===== src/rtl/pc_gen.sv =====
`default_nettype none
// ============================================================================
// pc_gen
//   Fetch-address generator: aligned fetch blocks, prioritised redirects,
//   one-entry pending-redirect buffer and instruction-address-error flag.
//   Revision: 1.0
// ============================================================================
module pc_gen #(
    parameter logic [31:0] RESET_PC = 32'hbfc00000,
    parameter logic [31:0] EXC_VEC  = 32'hbfc00380,
    parameter int          FETCH_N  = 1
) (
    input  logic               clk,
    input  logic               resetn,
    input  logic               stall,
    input  logic               br_take,
    input  logic [31:0]        br_target,
    input  logic               exc_oc,
    input  logic               eret,
    input  logic [31:0]        epc,
    input  logic               if_addr_ok,
    output logic               if_req,
    output logic [31:0]        if_addr,
    output logic [FETCH_N-1:0] fetch_mask,
    output logic               adel,
    output logic               pend_valid
);

    localparam int          B          = $clog2(FETCH_N * 4);
    localparam logic [31:0] c_blk      = 32'(FETCH_N * 4);
    localparam logic [31:0] c_off_mask = c_blk - 32'd1;

    logic [31:0] r_pc;
    logic        r_pend_valid;
    logic [31:0] r_pend_addr;

    logic        w_redir;
    logic [31:0] w_tgt;
    logic        w_acc;
    logic [31:0] w_seq;

    always_comb begin
        w_tgt = br_target;
        if (eret) begin
            w_tgt = epc;
        end else if (exc_oc) begin
            w_tgt = EXC_VEC;
        end
    end

    assign w_redir = eret | exc_oc | br_take;
    assign if_req  = !stall && resetn;
    assign w_acc   = if_req && if_addr_ok;
    // Next block always starts from the aligned base, so a misaligned pc self-corrects.
    assign w_seq   = (r_pc & ~c_off_mask) + c_blk;

    always_ff @(posedge clk) begin
        if (!resetn) begin
            r_pc         <= RESET_PC;
            r_pend_valid <= 1'b0;
            r_pend_addr  <= 32'd0;
        end else if (w_acc && w_redir) begin
            r_pc         <= w_tgt;
            r_pend_valid <= 1'b0;
        end else if (w_acc) begin
            r_pc         <= r_pend_valid ? r_pend_addr : w_seq;
            r_pend_valid <= 1'b0;
        end else if (if_req && w_redir) begin
            // Request outstanding: pc must stay stable until accepted.
            r_pend_addr  <= w_tgt;
            r_pend_valid <= 1'b1;
        end else if (!if_req && w_redir) begin
            r_pc         <= w_tgt;
            r_pend_valid <= 1'b0;
        end else if (!if_req && r_pend_valid) begin
            r_pc         <= r_pend_addr;
            r_pend_valid <= 1'b0;
        end
    end

    generate
        if (FETCH_N == 1) begin : g_single
            assign fetch_mask = 1'b1;
        end else begin : g_multi
            for (genvar i = 0; i < FETCH_N; i++) begin : g_slot
                localparam logic [B-3:0] c_idx = (B-2)'(i);
                assign fetch_mask[i] = (r_pc[B-1:2] <= c_idx);
            end
        end
    endgenerate

    assign if_addr    = r_pc;
    assign adel       = |r_pc[1:0];
    assign pend_valid = r_pend_valid;

endmodule
`default_nettype wire


===== config.mk =====
export PLATFORM = sky130hd
export DESIGN_NAME = pc_gen
export DESIGN_NICKNAME = d
export VERILOG_FILES = /design/src/rtl/pc_gen.sv
export SDC_FILE = /design/constraint.sdc
export NUM_CORES = 1
export LEC_CHECK = 0
export BUFFER_PORTS_ARGS = -buffer_cell sky130_fd_sc_hd__buf_2
export CAP_MARGIN = 25
export CORE_AREA = 2 2 106 108
export DETAILED_ROUTE_END_ITERATION = 8
export DIE_AREA = 0 0 108 110
export PLACE_DENSITY = 0.68
export SLEW_MARGIN = 15
export SYNTH_ARGS = -nofsm -noshare
export SYNTH_HDL_FRONTEND = slang
export SYNTH_SLANG_ARGS = --single-unit

===== constraint.sdc =====
create_clock -name clk -period 2.18 [get_ports clk]
set_clock_uncertainty 0.2 [all_clocks]
set_input_delay 0 -clock clk [delete_from_list [all_inputs] [get_ports clk]]
set_output_delay 0 -clock clk [all_outputs]
set_load 0.005 [all_outputs]

==> results by stage <==
Status:
- The run finished with clean final reports.

GRT:
- Entering global routing, the biggest net connects 37 pins.
- The initial antenna violation count is 0.
- The global router's overall resource usage is 0.2706.
- The total overflow left after global routing is 0.
- The via count of the first global-routing pass came to 5,019.
- The first global-routing pass estimated 25,120 µm of wire.

Synthesis:
- After synthesis, the cell types taking the most area are sky130_fd_sc_hd__dfxtp_1 31%, sky130_fd_sc_hd__a21oi_1 6.2%, sky130_fd_sc_hd__nand2_1 5.0%.
- The count of state elements after synthesis is 65.
- The share of synthesized area in the top cell type comes to 0.3092.
- The mapped cell area is 4209 µm².
- Of the synthesized area, sequential elements account for 0.3092.
- For this run, asynchronously set or reset flops after synthesis account for 0.
- The most area-hungry cell type in the Yosys netlist is sky130_fd_sc_hd__dfxtp_1.
- The most used flip-flop cell after synthesis is sky130_fd_sc_hd__dfxtp_1.
- The number of nets produced by synthesis is 598.
- Synthesis produced a netlist whose cell count is 526.
- During synthesis, Yosys emitted a total of 0 warnings.
- The number of flops mapped to enable cells by yosys is 0.
- Each instance of the synthesized netlist takes up on average 8.002 µm².
- The netlist uses 82 different library cells.

Power and ir drop:
- The standby leakage power is 2.421 nW.
- The power per cell area is 542.1 nW/µm².
- The maximum resistive drop on vdd is 0.3765 mV.

Clock network:
- The root buffer cell is sky130_fd_sc_hd__clkbuf_8.
- The CTS tree is yes.
- For the worst-skew pair, the clock arrives at the later sink with an insertion delay of 0.34 ns.
- The clock slew seen by the registers of the worst setup and hold paths is 0.07 ns.
- The buffer levels on the longest clock path is 2.
- The deepest level of the CTS H-tree is 3.
- TritonCTS created 9 clock buffers.
- Clock tree synthesis found a total of 65 sinks.

Route:
- The number of nets with antenna violations after detailed routing is 0.
- For this block, the via count after detailed routing is 5,184.
- For this block, the routed nets add up to 16,420 µm of wire.
- After detailed routing, the number of vias per cell comes to 5.993.
- After detailed routing, the average wire length per cell comes to 18.98 µm.
- The first-pass iteration count of the detailed router is 5.
- After detailed routing, the number of remaining DRC violations is 0.
- The DRC marker count from the first detailed-route iteration is 457.

Job:
- Across the run, the number of max-cap violations was 0.

Floorplan:
- The initial utilization of the core area, before any placement, comes to 0.3935.
- In this run the count of I/O pins placed on the die edge is 107.
- The die outline area is 11,880 µm².
- From bottom edge to top edge, the die measures 110 µm.
- The floorplan step set the die width to 108 µm.
- The cell row count is 38.
- The core outline area is 10,700 µm².

Cells and area:
- The most common cell after layout, fill and taps aside is sky130_fd_sc_hd__buf_2.
- For this run, the post-layout net count is 793.
- 0 antenna diodes ended up in the layout.
- The final cell area excluding filler cells is 5991 µm².
- In the layout the commonest cells are 104 x sky130_fd_sc_hd__buf_2, 70 x sky130_fd_sc_hd__dlygate4sd3_1, 65 x sky130_fd_sc_hd__dfxtp_1.
- Of the cells placed in the final design, the portion with a size suffix greater than 1 is 0.2772.
- Relative to the synthesized area, the layout overhead comes to 42.33%.
- The fill cell total of the finished layout is 979.

STA:
- Setup repair after global routing left no endpoint under its margin.
- Hold is met by 0.01340 ns.
- The relative slew slack is 0.6280.
- The fmax is 0.4723 GHz.
- The portion of the clock cycle consumed by the worst path in the final layout is 0.9712.
- The final hold violation count is 0.
- At the pin with the least slew margin, the transition time is 0.5534 ns.
- Summed over all failing endpoints, the final setup total negative slack is 0 ns.
- The count of endpoints failing setup in the final report is 0.
- The worst path needs 2.117 ns of the cycle, external delays included.
- The max-slew violation total from the final report is 0.

Setup path:
- By startpoint and endpoint, the worst setup path is classified as primary input to register.
- At the worst endpoint, the required time is 2.21 ns.
- The signal arrival time at the worst endpoint is 2.14 ns.
- The maximum net fanout on the critical path is 18.
- The worst setup path is launched from a primary input.
- The worst-case register-to-register setup slack is 0.13 ns.
- The critical path endpoint category is a register.

Hold path:
- The path class of the tightest hold or removal check is primary input to register.

Placement:
- After legalization and detailed placement, the total HPWL measured 10,750 µm.
- The count of buffers added on input and output ports is 105.
- The routability-driven placement congestion ratio is 0.9314.
- The standard cell area after detailed placement is 5000 µm².
cell type report:
cell class | count | area (µm²) | area share
multi-input cells | 411 | 2671 | 0.4459
inverters | 12 | 50.05 | 0.008354
well taps | 140 | 175.2 | 0.02924
repair buffers | 222 | 1598 | 0.2667
clock buffers | 12 | 155.1 | 0.02590
clock inverters | 3 | 40.04 | 0.006683
flip-flops and latches | 65 | 1301 | 0.2172
repair_timing:
| item | 4_1_cts | 5_1_grt |
|---|---|---|
| endpoints found under the setup margin | 0 | 28 |
| endpoints found under the hold margin | 57 | 0 |
| gates resized for setup | 0 | 10 |
| setup buffers | 0 | 4 |
| hold buffers | 70 | 0 |
cell usage after synthesis, types with 3 or more instances:
| cell | instances |
|---|---|
| sky130_fd_sc_hd__o21a_1 | 3 |
| sky130_fd_sc_hd__nand4_1 | 11 |
| sky130_fd_sc_hd__nand2_1 | 56 |
| sky130_fd_sc_hd__nand3_1 | 12 |
| sky130_fd_sc_hd__o21ai_1 | 5 |
| sky130_fd_sc_hd__buf_2 | 15 |
| sky130_fd_sc_hd__o211a_1 | 5 |
| sky130_fd_sc_hd__or3_1 | 4 |
| sky130_fd_sc_hd__xnor2_1 | 7 |
| sky130_fd_sc_hd__a31o_2 | 4 |
| sky130_fd_sc_hd__and3_1 | 7 |
| sky130_fd_sc_hd__o2bb2ai_1 | 3 |
| sky130_fd_sc_hd__nor2_1 | 37 |
| sky130_fd_sc_hd__o21ai_0 | 27 |
| sky130_fd_sc_hd__nor3_1 | 10 |
| sky130_fd_sc_hd__clkbuf_1 | 15 |
| sky130_fd_sc_hd__inv_1 | 9 |
| sky130_fd_sc_hd__dfxtp_1 | 65 |
| sky130_fd_sc_hd__o211ai_1 | 12 |
| sky130_fd_sc_hd__o22a_1 | 3 |
| sky130_fd_sc_hd__a21o_1 | 3 |
| sky130_fd_sc_hd__nand2b_1 | 13 |
| sky130_fd_sc_hd__o22ai_1 | 11 |
| sky130_fd_sc_hd__xor2_1 | 7 |
| sky130_fd_sc_hd__a22oi_1 | 9 |
| sky130_fd_sc_hd__a211oi_1 | 10 |
| sky130_fd_sc_hd__a221oi_1 | 11 |
| sky130_fd_sc_hd__o221ai_1 | 7 |
| sky130_fd_sc_hd__nor2b_1 | 6 |
| sky130_fd_sc_hd__nor4_1 | 6 |
| sky130_fd_sc_hd__clkbuf_8 | 3 |
| sky130_fd_sc_hd__nor4_4 | 3 |
| sky130_fd_sc_hd__a21oi_1 | 52 |
| sky130_fd_sc_hd__and2_1 | 4 |
| sky130_fd_sc_hd__a22o_1 | 11 |
| sky130_fd_sc_hd__nand4b_1 | 5 |
worst max-delay path: stages:
cell and delay (ns):
sky130_fd_sc_hd__dlygate4sd3_1 0.52, sky130_fd_sc_hd__clkbuf_4 0.18, sky130_fd_sc_hd__nor2_1 0.07, sky130_fd_sc_hd__buf_6 0.17, sky130_fd_sc_hd__a22o_1 0.21, sky130_fd_sc_hd__dlygate4sd3_1 0.61
sky130_fd_sc_hd__a221oi_2 0.28, sky130_fd_sc_hd__a21oi_1 0.09
flip-flops by register name (all words and copies together), names as in the netlist:
name,flops
r_pend_addr,32
pend_valid,1
if_addr,32
report_power, final:
part / internal (mW) / leakage, nW / switching [mW] / total [mW]
registers: 1.26 / 0.534 / 0.0839 / 1.35
clock network: 0.582 / 0.102 / 0.486 / 1.07
logic: 0.411 / 1.78 / 0.422 / 0.833
cell families (layout without fill, tap and decap cells):
logic type / Yosys count / count (layout) / synth area share
AO/OA/AOI/OAI: 196 / 196 / 0.3175
XOR/XNOR: 14 / 14 / 0.02913
adder cells (fa/ha/maj): 1 / 1 / 0.002972
buffers and inverters: 51 / 249 / 0.06718
flip-flops: 65 / 65 / 0.3092
multiplexers: 1 / 1 / 0.002675
other: 1 / 1 / 0.0008909
AND/OR/NAND/NOR: 197 / 198 / 0.2705
routing by layer:
layer,global-route usage,part of all wire
met5,0,0
met4,0.1181,0.033
met3,0.05820,0.098
met2,0.4515,0.48
met1,0.3377,0.39
final timing paths:
path                           startpoint                      endpoint  cells past startpoint
max                                exc_oc      if_addr[16]$_SDFFE_PN0P_                      8
min                               epc[26]      if_addr[26]$_SDFFE_PN1P_                      5
max reg2reg       if_addr[9]$_SDFFE_PN0P_      if_addr[28]$_SDFFE_PN1P_                      5
min reg2reg  r_pend_addr[31]$_SDFFE_PN0P_  r_pend_addr[31]$_SDFFE_PN0P_                      2
per-stage QoR:
step	util	instances	worst slack [ns]	power, mW
after detailed placement	0.4674	775	0.08480	2.046
after global placement	0.4674	775	0.1267	2.029
after global routing	0.5600	865	0.001174	3.378
final	0.5600	865	0.06279	3.247
after floorplan	-	526	0.1375	1.751
after CTS	0.5511	860	0.02220	3.199
Power figures use the tool's default switching activity.
